## src/rtl/ps2_kbd_ctrl.sv

```systemverilog
// PS/2 scan-code sequencer: folds E0/F0 prefixes into key events,
// queues them in a small FWFT FIFO and tracks Shift/Ctrl/Alt state.
module ps2_kbd_ctrl #(
    parameter int FIFO_DEPTH = 4,
    parameter int TIMEOUT    = 1000000
) (
    input  logic                              CLOCK,
    input  logic                              RESET,
    input  logic [7:0]                        RX_DATA,
    input  logic                              DATA_VALID,
    output logic [7:0]                        KEY_CODE,
    output logic                              KEY_EXT,
    output logic                              KEY_BREAK,
    output logic                              KEY_VALID,
    input  logic                              KEY_READ,
    output logic                              MOD_SHIFT,
    output logic                              MOD_CTRL,
    output logic                              MOD_ALT,
    output logic                              OVERFLOW,
    output logic [$clog2(FIFO_DEPTH+1)-1:0]   FIFO_COUNT
);

    localparam int PW  = $clog2(FIFO_DEPTH);
    localparam int CW  = $clog2(FIFO_DEPTH + 1);
    localparam int TCW = ($clog2(TIMEOUT + 1) > 20) ? $clog2(TIMEOUT + 1) : 20;

    typedef enum logic [1:0] {
        S_IDLE = 2'd0,
        S_E0   = 2'd1,
        S_F0   = 2'd2,
        S_E0F0 = 2'd3
    } state_t;

    state_t          state_q, state_d;
    logic [TCW-1:0]  tcnt_q, tcnt_d;
    logic [PW-1:0]   wr_ptr_q, wr_ptr_d;
    logic [PW-1:0]   rd_ptr_q, rd_ptr_d;
    logic [CW-1:0]   count_q, count_d;
    logic            ovf_q, ovf_d;
    logic            lshift_q, lshift_d;
    logic            rshift_q, rshift_d;
    logic            ctrl_q, ctrl_d;
    logic            alt_q, alt_d;
    logic [9:0]      mem_q [FIFO_DEPTH];

    logic            is_status, is_e0, is_f0, tmo;
    logic            emit, emit_ext, emit_brk;
    logic            full, pop, push;
    logic [9:0]      head;

    always_comb begin
        is_e0     = (RX_DATA == 8'hE0);
        is_f0     = (RX_DATA == 8'hF0);
        is_status = (RX_DATA == 8'h00) || (RX_DATA == 8'hAA) ||
                    (RX_DATA == 8'hEE) || (RX_DATA == 8'hFA) ||
                    (RX_DATA == 8'hFE) || (RX_DATA == 8'hFF) ||
                    (RX_DATA == 8'hE1);
        // A byte arriving in the expiry cycle wins over the timeout
        tmo = (state_q != S_IDLE) && !DATA_VALID &&
              (tcnt_q == TCW'(TIMEOUT - 1));
    end

    always_ff @(posedge CLOCK) begin
        if (RESET) begin
            state_q <= S_IDLE;
            tcnt_q  <= '0;
        end else begin
            state_q <= state_d;
            tcnt_q  <= tcnt_d;
        end
    end

    always_comb begin
        state_d = state_q;
        if (DATA_VALID) begin
            if (is_status) begin
                state_d = S_IDLE;
            end else begin
                unique case (state_q)
                    S_IDLE: begin
                        if (is_e0)      state_d = S_E0;
                        else if (is_f0) state_d = S_F0;
                        else            state_d = S_IDLE;
                    end
                    S_E0: begin
                        if (is_f0)      state_d = S_E0F0;
                        else if (is_e0) state_d = S_E0;
                        else            state_d = S_IDLE;
                    end
                    S_F0: begin
                        if (is_e0 || is_f0) state_d = S_F0;
                        else                state_d = S_IDLE;
                    end
                    S_E0F0: begin
                        if (is_e0 || is_f0) state_d = S_E0F0;
                        else                state_d = S_IDLE;
                    end
                endcase
            end
        end else if (tmo) begin
            state_d = S_IDLE;
        end
    end

    always_comb begin
        if (DATA_VALID || tmo || state_q == S_IDLE) tcnt_d = '0;
        else                                        tcnt_d = tcnt_q + TCW'(1);
    end

    always_comb begin
        emit     = DATA_VALID && !is_status && !is_e0 && !is_f0;
        emit_ext = 1'b0;
        emit_brk = 1'b0;
        unique case (state_q)
            S_IDLE: ;
            S_E0:   emit_ext = 1'b1;
            S_F0:   emit_brk = 1'b1;
            S_E0F0: begin
                emit_ext = 1'b1;
                emit_brk = 1'b1;
            end
        endcase
    end

    always_comb begin
        lshift_d = lshift_q;
        rshift_d = rshift_q;
        ctrl_d   = ctrl_q;
        alt_d    = alt_q;
        if (emit) begin
            if (RX_DATA == 8'h12 && !emit_ext) lshift_d = !emit_brk;
            if (RX_DATA == 8'h59 && !emit_ext) rshift_d = !emit_brk;
            if (RX_DATA == 8'h14)              ctrl_d   = !emit_brk;
            if (RX_DATA == 8'h11)              alt_d    = !emit_brk;
        end
    end

    always_comb begin
        full     = (count_q == CW'(FIFO_DEPTH));
        pop      = KEY_READ && (count_q != '0);
        // A pop in the same cycle frees the slot the new event needs
        push     = emit && (!full || pop);
        ovf_d    = ovf_q || (emit && full && !pop);
        wr_ptr_d = push ? wr_ptr_q + PW'(1) : wr_ptr_q;
        rd_ptr_d = pop  ? rd_ptr_q + PW'(1) : rd_ptr_q;
        count_d  = count_q;
        if (push && !pop)      count_d = count_q + CW'(1);
        else if (pop && !push) count_d = count_q - CW'(1);
    end

    always_ff @(posedge CLOCK) begin
        if (RESET) begin
            wr_ptr_q <= '0;
            rd_ptr_q <= '0;
            count_q  <= '0;
            ovf_q    <= 1'b0;
            lshift_q <= 1'b0;
            rshift_q <= 1'b0;
            ctrl_q   <= 1'b0;
            alt_q    <= 1'b0;
        end else begin
            wr_ptr_q <= wr_ptr_d;
            rd_ptr_q <= rd_ptr_d;
            count_q  <= count_d;
            ovf_q    <= ovf_d;
            lshift_q <= lshift_d;
            rshift_q <= rshift_d;
            ctrl_q   <= ctrl_d;
            alt_q    <= alt_d;
        end
    end

    always_ff @(posedge CLOCK) begin
        if (!RESET && push) mem_q[wr_ptr_q] <= {emit_ext, emit_brk, RX_DATA};
    end

    always_comb begin
        head       = mem_q[rd_ptr_q];
        KEY_VALID  = (count_q != '0);
        KEY_CODE   = KEY_VALID ? head[7:0] : 8'h00;
        KEY_BREAK  = KEY_VALID && head[8];
        KEY_EXT    = KEY_VALID && head[9];
        MOD_SHIFT  = lshift_q || rshift_q;
        MOD_CTRL   = ctrl_q;
        MOD_ALT    = alt_q;
        OVERFLOW   = ovf_q;
        FIFO_COUNT = count_q;
    end

endmodule

```

## config.mk

```make
export PLATFORM = sky130hd
export DESIGN_NAME = ps2_kbd_ctrl
export DESIGN_NICKNAME = d
export VERILOG_FILES = /design/src/rtl/ps2_kbd_ctrl.sv
export SDC_FILE = /design/constraint.sdc
export NUM_CORES = 1
export LEC_CHECK = 0
export CORE_AREA = 2 2 94 96
export DETAILED_ROUTE_END_ITERATION = 8
export DIE_AREA = 0 0 96 98
export GPL_TIMING_DRIVEN = 0
export PLACE_DENSITY_LB_ADDON = 0.15
export SLEW_MARGIN = 20
export SYNTH_ARGS = -nofsm -noshare
export SYNTH_HDL_FRONTEND = slang
export SYNTH_SLANG_ARGS = --single-unit
```

## constraint.sdc

```tcl
create_clock -name CLOCK -period 6.3 [get_ports CLOCK]
set_input_delay 1.26 -clock CLOCK [delete_from_list [all_inputs] [get_ports CLOCK]]
set_output_delay 1.26 -clock CLOCK [all_outputs]
set_load 0.03 [all_outputs]
```

==> results of run 1 <==
worst max-delay path by stage:
| stage | slack, ns | depth (start not counted) | start | end |
|---|---|---|---|---|
| 2_1_floorplan | 2.95 | 12 | RX_DATA[1] | FIFO_COUNT[2] |
| 4_1_cts | 2.22 | 12 | RX_DATA[4] | FIFO_COUNT[2] |
| 5_1_grt | 2.01 | 13 | RX_DATA[1] | FIFO_COUNT[2] |
| 3_3_place_gp | 1.38 | 7 | RX_DATA[1] | mem_q[1][1] |
| 3_5_place_dp | 1.85 | 12 | RX_DATA[4] | FIFO_COUNT[2] |
| 6_report | 2.23 | 12 | RX_DATA[4] | FIFO_COUNT[2] |
final cells by class:
class | instances | area, um^2
plain buffers | 11 | 52.55
clock buffers | 10 | 127.6
well taps | 108 | 135.1
fillers | 792 | 4536
clock inverters | 6 | 63.81
multi-input cells | 171 | 1279
repair buffers | 33 | 320.3
inverters | 8 | 30.03
flip-flops and latches | 76 | 1922
Yosys cell counts, types with 5 or more instances:
library cell / number
xor2_1: 16
clkbuf_1: 5
dfxtp_1: 36
inv_1: 7
nand2_1: 10
nor2_1: 36
nor3b_1: 5
ha_1: 6
mux4_2: 10
xnor2_1: 6
nor4_1: 7
and2_1: 10
edfxtp_1: 40
a21oi_1: 7
nand3_1: 14
power groups by stage:
stage	Sequential [uW]	Clock [uW]	Combinational, uW
floorplan	595	0	258
global placement	580	0	423
detailed placement	581	0	430
CTS	570	372	432
global route	574	396	462
finish	569	358	423
per-layer routing:
layer | share of wire (%) | wire [um]
met1 | 45 | 2761
met5 | 0 | 0
met2 | 49 | 2996
met4 | 2.1 | 128
met3 | 3.9 | 237
kinds of logic (layout without fill, tap and decap cells):
| family | count (synthesis) | in the layout | synth area share [%] |
|---|---|---|---|
| compound gates | 16 | 16 | 3.029 |
| xor+xnor | 22 | 22 | 5.905 |
| fa+ha+maj | 7 | 7 | 2.914 |
| buf+inv | 19 | 68 | 2.531 |
| flops | 76 | 76 | 58.90 |
| mux | 14 | 14 | 8.282 |
| simple gates | 112 | 112 | 18.44 |
metrics by stage:
stage	util [%]	area, um^2	power (uW)
4_1_cts	46.42	3930	1374
3_3_place_gp	43.57	3689	1003
3_5_place_dp	44.16	3739	1011
6_report	46.42	3930	1350
2_1_floorplan	-	3263	852.9
5_1_grt	46.42	3930	1432
cells in the final DEF (no fill, tap or decap), types with 9 or more instances in the layout:
cell type        count
edfxtp_1            40
dfxtp_1             36
nor2_1              36
clkdlybuf4s50_1     29
xor2_1              16
nand3_1             14
mux4_2              10
and2_1              10
nand2_1             10
clkbuf_8             9
worst register-to-register path: stages (launching register included):
cell and delay, ns:
dfxtp_1 0.37, or3_1 0.45, nand2_1 0.15, ha_1 0.20, inv_1 0.06, fa_1 0.37, xor2_1 0.15, or3_1 0.30
a21oi_1 0.13
sequential cells by signal, indices dropped and copies added (netlist names), named ones only:
name	count
lshift_q	1
wr_ptr_q	2
rshift_q	1
mem_q	40
MOD_ALT	1
OVERFLOW	1
rd_ptr_q	2
tcnt_q	20
state_q	2
FIFO_COUNT	3
MOD_CTRL	1
==> summary.txt, run 1 <==
status -> finished clean
Final Max Slew Viols -> 0
reg2reg path depth -> 8
sequential fraction of the synthesis area -> 58.90%
CP max FO -> 12
hold_sp -> tcnt_q[0]
Final Setup Violations -> 0
number of flops mapped to enable cells by yosys -> 40
WP data required -> 6.58 ns
Yosys top cell by area -> edfxtp_1
CP max-delay cell -> clkdlybuf4s50_1
Distinct cells, synth -> 40
Fin Setup TNS -> 0 ns
Pwr Density -> 343.5 nW/um^2
nets -> 329
post-CTS setup buffers -> 0
clk_skew -> 0.007431 ns
met2 Use GR -> 23.18%
Buf/Inv on CP -> 3
htree depth -> 3
Routed WL -> 6124 um
maximum vdd drop -> 0.1119 mV
crit-path cells -> clkdlybuf4s50_1 > or4_1 > a211oi_1 > nor4_1 > nand2b_2 > inv_2 > ha_1 > inv_1 > fa_1 > xor2_1 > or3_1 > a21oi_1
Max Cap Viol -> 0
Hold Vio Cnt, Final -> 0
Place WS -> 1.853 ns
synthesized flop and latch total -> 76
asr flop ratio synth -> 0%
synthesized area per cell -> 12.27 um^2
HP Class -> flop to flop
cell leakage power -> 0.001278 uW
GR met1 Demand/Resource -> 17.49%
Synth warnings -> 0
initial antenna violation count -> 0
Die W -> 96 um
Flop pwr share -> 42.2%
full die area -> 9408 um^2
TritonCTS clock tree -> yes
critical path's top delay family -> simple AND/OR/NAND/NOR gates
routability congestion estimate -> 0.7470
first-pass GRT wire length -> 9970 um
Reg2Reg Setup Slack -> 4.06 ns
vias in the first global route -> 2,043
# DRC -> 0
Comb power frac -> 31.3%
Post-Syn Instances -> 266
clock sink count -> 76
area grow syn2layout -> 20.44%
met3 usage -> 3.858%
Finished Layout Cells -> 423
Net Sw Frac -> 31.45%
core region area -> 8466 um^2
Total GRT Usage -> 14.46%
antenna-violating nets left -> 0
r2r startpoint -> FIFO_COUNT[0]
Pre-antenna DRT Iters -> 4
IO Count -> 30
WL/cell -> 14.48 um
Slew @ Worst Pin -> 0.9570 ns
DRT iter0 DRCs -> 131
switching pwr -> 424.7 uW
critical path startpoint category -> primary input
vias -> 2,097
min cycle time layout -> 4.071 ns
syn nets -> 285
CTS Hold Buffers Added -> 0
Int Power -> 925.4 uW
# rows -> 34
placed cell count -> 407
final hold slack -> 0.4795 ns
CTS max path bufs -> 2
Peak Freq -> 245.7 MHz
Hold Path Depth -> 1
Reg-to-Reg End -> FIFO_COUNT[2]
total grt overflow -> 0
GRT Max-Usage Layer -> met2
vias per cell -> 4.957
RSZ-0062 raised after global routing -> no
Max-Slew Margin vs Limit -> 35.61%
total CTS buffers -> 9
Clock Power Share -> 26.5%
port bufs -> 29
Setup WS post-layout -> 2.229 ns
share of cells above drive strength 1 -> 13.02%
end of the worst hold path -> tcnt_q[0]
clk_lat worst skew -> 0.35 ns
Worst-path clk slew -> 0.07 ns
Initial Utilization -> 38.55%
root buffer cell -> clkbuf_8
DP HPWL -> 4334 um
# diodes -> 0
Yosys top cell area share -> 36.81%
largest cells by area after synthesis -> edfxtp_1, dfxtp_1, mux4_2, xor2_1, nor2_1
Worst Path Arrival -> 4.35 ns
Worst Setup End Kind -> flop
ys flop type -> edfxtp_1
crit-path max cell delay -> 0.72 ns
Final Cycle Share -> 64.61%
largest net degree at the start of global routing -> 15
die height -> 98 um
Crit Path Class -> primary input to flop
post_cts resized -> 0
synthesized cell area -> 3263 um^2
(Power assumes the default switching activity.)
==> inputs of run 2 (changes only) <==
==> constraint.sdc (replaced) <==
create_clock -name CLOCK -period 4.2 [get_ports CLOCK]
set_input_delay 0.84 -clock CLOCK [delete_from_list [all_inputs] [get_ports CLOCK]]
set_output_delay 0.84 -clock CLOCK [all_outputs]
set_load 0.03 [all_outputs]
==> results of run 2 <==
The final DEF is identical to that of run 1. Status: finished clean.
Main changes from that run: setup slack after placement 1.853 ns -> 0.1732 ns; setup slack after layout 2.229 ns -> 0.5493 ns; register-to-register setup slack 4.06 ns -> 1.96 ns; total power 1350 uW -> 2025 uW; worst IR drop on VDD 0.1119 mV -> 0.1679 mV
==> inputs of run 3 (changes only) <==
--- a/config.mk
+++ b/config.mk
@@ -5,9 +5,10 @@
 export SDC_FILE = /design/constraint.sdc
 export NUM_CORES = 1
 export LEC_CHECK = 0
-export CORE_AREA = 2 2 94 96
+export ABC_AREA = 1
+export CORE_AREA = 2 2 99 101
 export DETAILED_ROUTE_END_ITERATION = 8
-export DIE_AREA = 0 0 96 98
+export DIE_AREA = 0 0 101 103
 export GPL_TIMING_DRIVEN = 0
 export PLACE_DENSITY_LB_ADDON = 0.15
 export SLEW_MARGIN = 20
==> summary.txt, run 3 <==
Synth warnings -> 0 (unchanged)
Crit Path Class -> primary input to flop
vias -> 2,884 (+38%)
status -> finished clean
Cell Area, Placed -> 4111 um^2 (+10%)
Routed WL -> 7637 um (+25%)
Hold Path Depth -> 1 (unchanged)
Final Max Slew Viols -> 0 (unchanged)
r2r startpoint -> FIFO_COUNT[0]
share of cells above drive strength 1 -> 8.247% (-4.8 points)
# fillers -> 951 (+20%)
RSZ-0062 raised after global routing -> no
total grt overflow -> 0 (unchanged)
vias in the first global route -> 2,653 (+30%)
synthesized flop and latch total -> 76 (unchanged)
min cycle time layout -> 3.252 ns
Worst Path Arrival -> 3.21 ns
total CTS buffers -> 9 (unchanged)
HP Class -> flop to flop
Reg-to-Reg End -> mem_q[3][1]
synthesized area per cell -> 8.360 um^2 (-32%)
post_cts resized -> 0 (unchanged)
initial antenna violation count -> 0 (unchanged)
largest net degree at the start of global routing -> 13 (-2)
vias per cell -> 4.815 (-2.9%)
Initial Utilization -> 38.89% (+0.34 points)
Slew @ Worst Pin -> 1.017 ns (+0.05954 ns)
Yosys top cell by area -> edfxtp_1
hold_sp -> tcnt_q[0]
clock sink count -> 76 (unchanged)
first-pass GRT wire length -> 12,680 um (+27%)
DP HPWL -> 5565 um (+28%)
Non-Filler Cell Area, Final -> 4272 um^2 (+8.7%)
most common cell after layout, fill and taps aside -> nor2_1
antenna-violating nets left -> 0 (unchanged)
largest reg by FF count -> mem_q
Final Cycle Share -> 77.43%
# diodes -> 0 (unchanged)
ys flop type -> edfxtp_1
syn nets -> 459 (+61%)
CTS Hold Buffers Added -> 0 (unchanged)
most instantiated cells after synthesis -> nor2_1, nand2_1, inv_1, edfxtp_1, dfxtp_1
Post-Syn Instances -> 440 (+65%)
number of flip-flops in the largest register -> 40 (unchanged)
Worst Setup End Kind -> flop
Pre-antenna DRT Iters -> 4 (unchanged)
clk_skew -> 0.006395 ns (-0.001036 ns)
CP max FO -> 10 (-2)
IO Count -> 30 (unchanged)
critical path startpoint category -> primary input
cell leakage power -> 0.001527 uW (+20%)
asr flop ratio synth -> 0% (unchanged)
synthesized cell area -> 3679 um^2 (+13%)
Reg2Reg Setup Slack -> 2.07 ns
clk_lat worst skew -> 0.34 ns (about the same)
# rows -> 36 (+5.9%)
WL/cell -> 12.75 um (-12%)
reg2reg path depth -> 6 (-2)
Total GRT Usage -> 15.79% (+1.3 points)
DRT iter0 DRCs -> 101 (-23%)
root buffer cell -> clkbuf_8
CTS max path bufs -> 2 (unchanged)
maximum vdd drop -> 0.2753 mV
Final Setup Violations -> 0 (unchanged)
Hold Vio Cnt, Final -> 0 (unchanged)
Pwr Total -> 1948 uW
Pwr Density -> 456.1 nW/um^2
Max Cap Viol -> 0 (unchanged)
sequential fraction of the synthesis area -> 52.24% (-6.7 points)
Yosys top cell area share -> 32.65% (-4.2 points)
# DRC -> 0 (unchanged)
WP data required -> 4.16 ns
htree depth -> 3 (unchanged)
Die W -> 101 um (+5.2%)
largest cells by area after synthesis -> edfxtp_1, dfxtp_1, nor2_1, nand2_1, inv_1
core region area -> 9459 um^2 (+12%)
end of the worst hold path -> tcnt_q[0]
TritonCTS clock tree -> yes
routability congestion estimate -> 0.8783 (+18%)
Worst-path clk slew -> 0.07 ns (about the same)
Peak Freq -> 307.5 MHz
post-CTS setup buffers -> 0 (unchanged)
port bufs -> 29 (unchanged)
final core occ -> 45.16% (-1.3 points)
most frequent cells in the layout -> nor2_1, nand2_1, inv_1
number of flops mapped to enable cells by yosys -> 40 (unchanged)
Distinct cells, synth -> 32 (-20%)
Max-Slew Margin vs Limit -> 31.98% (-3.6 points)
Fin Setup TNS -> 0 ns (unchanged)
full die area -> 10,400 um^2 (+11%)
die height -> 103 um (+5.1%)
area grow syn2layout -> 16.12%
nets -> 499 (+52%)
top-count cell post-synth -> nor2_1
run 3: per-layer routing:
layer	up-vias	wire length, um	GRT usage (%)
met5	-	0	0
met4	0	95	5.301
met3	9	238	3.186
met2	42	3619	27.28
met1	1312	3684	19.87
li1	1521	-	-
run 3: stage by stage:
step	hold slack [ns]	setup slack, ns	cells
final	0.4518	0.9480	599
after global routing	0.4699	0.7611	599
after CTS	0.4546	0.9359	599
after detailed placement	0.4410	0.5769	583
after global placement	0.4332	0.5787	583
after floorplan	0.4175	1.646	440
run 3: cell type report:
type	instances	area (um^2)	area share [%]
Multi-Input combinational cell	300	1508	35.30
Buffer	12	53.80	1.260
Clock inverter	5	28.78	0.6737
Sequential cell	76	1922	44.99
Tap cell	114	142.6	3.339
Inverter	52	195.2	4.569
Timing Repair Buffer	29	290.3	6.796
Clock buffer	11	131.4	3.076
run 3: worst max-delay path, cell delays in order:
cell and delay [ns]:
clkdlybuf4s50_1 0.68, nor2_1 0.15, nand2_2 0.14, nor2_4 0.06, nor2_8 0.15, nand4_4 0.16, nor2_4 0.16, nand2_2 0.09
nor2_1 0.77
run 3: power by group:
| group | internal [uW] | leakage, uW | switching (uW) |
|---|---|---|---|
| Sequential | 823 | 0.000658 | 26.5 |
| Clock | 211 | 0.0000768 | 255 |
| Combinational | 230 | 0.000793 | 403 |
| Total | 1260 | 0.00153 | 684 |
run 3: how the worst max path moves through the flow:
stage                    start       endpoint  slack (ns)  depth (start not counted)
global route        RX_DATA[1]    mem_q[3][1]        0.76                          9
global placement    RX_DATA[1]    mem_q[3][9]        0.58                          9
finish              RX_DATA[1]    mem_q[3][1]        0.95                          9
floorplan           RX_DATA[6]  FIFO_COUNT[2]        1.65                         12
detailed placement  RX_DATA[1]    mem_q[3][9]        0.58                          9
CTS                 RX_DATA[1]    mem_q[3][1]        0.94                          9
run 3: logic make-up (layout without fill, tap and decap cells):
group	Yosys count	in the layout	share of synthesized area [%]
adder cells (fa/ha/maj)	7	7	2.585
AO/OA/AOI/OAI	57	57	7.891
AND/OR/NAND/NOR	229	229	28.84
XOR/XNOR	7	7	1.667
buffers and inverters	64	109	6.768
flip-flops	76	76	52.24
==> patch (settings of run 2) <==
`TIMEOUT`: 1000000 -> 4000000.
--- a/src/rtl/ps2_kbd_ctrl.sv
+++ b/src/rtl/ps2_kbd_ctrl.sv
@@ -4,3 +4,3 @@
     parameter int FIFO_DEPTH = 4,
-    parameter int TIMEOUT    = 1000000
+    parameter int TIMEOUT    = 4000000
 ) (
Check against the original RTL: no difference found for any inputs over 4 cycles, from zero or initial values and one cycle with RESET high; that may be too few to reach the edited logic, so the function may still have changed.
==> patch against run 2 <==
  * Via count is 3.0% higher
  * Design area is 3.1% higher
  * Setup slack better by 0.12 ns
  * Wire length is 4.2% higher
  * Total power is 5.6% higher
  * First-iteration DRC count is 15% lower
  * Area after synthesis is 3.0% higher
  * Sequential cell count is 2 higher
  * Critical endpoint unchanged
  * Largest power group unchanged
==> patch: results (changes against run 2) <==
Outcome: finished clean
Final net count: 340 (+3.3%)
Port Buffer Count: 28 (-3.4%)
Largest net degree at the start of global routing: 14 (-1)
VDD IR max: 186 uV (+11%)
Number of non-clock buffers: 41 (-6.8%)
Register area share after synthesis: 58.4% (-0.54 points)
Pleak: 1.35 nW (+5.9%)
NonClk Buf Share: 8.56% (-0.93 points)
Total placed instance area: 3830 um^2 (+2.4%)
Synth top area cells: edfxtp_1 36%, dfxtp_1 23%, mux4_2 6.7%, nor2_1 4.7%, xnor2_1 3.4%
Flop+latch power: 0.876 mW (+2.6%)
Post-Syn Nets: 297 (+4.2%)
First-pass GRT wire length: 10,700 um (+7.3%)
Fillers: 784 (-1.0%)
Worst Skew: 0.00871 ns (+0.00128 ns)
DP Cell Count: 418 (+2.7%)
Layout cell share with drive strength beyond 1: 12.3% (-0.75 points)
Fraction of area in multi-input gates: 33.4% (+0.89 points)
Mapped Cells: 278 (+4.5%)
GR Util All Layers: 15.2% (+0.69 points)
Internal power: 1.49 mW (+7.3%)
Worst reg-to-reg path cell count: 10 (+2)
Vias in the first global route: 2,129 (+4.2%)
P per Cell Area: 528 nW/um^2 (+2.5%)
Hold slack: 0.452 ns (-0.0277 ns)
Flop2flop setup slack: 1.87 ns (-0.09 ns)
RD Place Congestion: 0.765 (+2.4%)
Seq_cells: 78 (+2.6%)
Final clock-cell share: 5.50% (+0.63 points)
HPWL Detailed: 4550 um (+5.0%)
Flop pwr share: 40.9% (-1.3 points)
Synth cell count leaders: 42 x nor2_1, 40 x edfxtp_1, 38 x dfxtp_1, 13 x xnor2_1, 11 x xor2_1
==> patch: cell count changes after synthesis, sizes merged, moves of 4 or more <==
cell / before / now
xnor2: 6 / 13
nor2: 36 / 42
and3: 1 / 6
xor2: 16 / 11
and4: 0 / 4
nand3: 14 / 10
==> patch: routing by layer <==
layer / part of all wire [%] / track usage, %
met1: 48 / 20.4
met4: 1.2 / 5.49
met2: 47 / 23.2
met5: 0 / 0
met3: 4.1 / 4.40
==> patch: cells by family after synthesis <==
kind of cell / count (synthesis) / share of synthesized area [%]
xor+xnor: 24 / 6.25
mux: 16 / 8.63
buf+inv: 17 / 1.97
compound gates: 14 / 2.38
fa+ha+maj: 7 / 2.83
simple gates: 122 / 19.6
flops: 78 / 58.4
==> patch: critical path: stages <==
cell	delay, ns
clkdlybuf4s50_1	0.61
o21ai_0	0.24
a21oi_1	0.05
o21ai_0	0.37
nand4_2	0.29
inv_2	0.17
ha_1	0.20
inv_1	0.06
fa_1	0.37
xor2_1	0.16
or3_1	0.30
a21oi_1	0.14
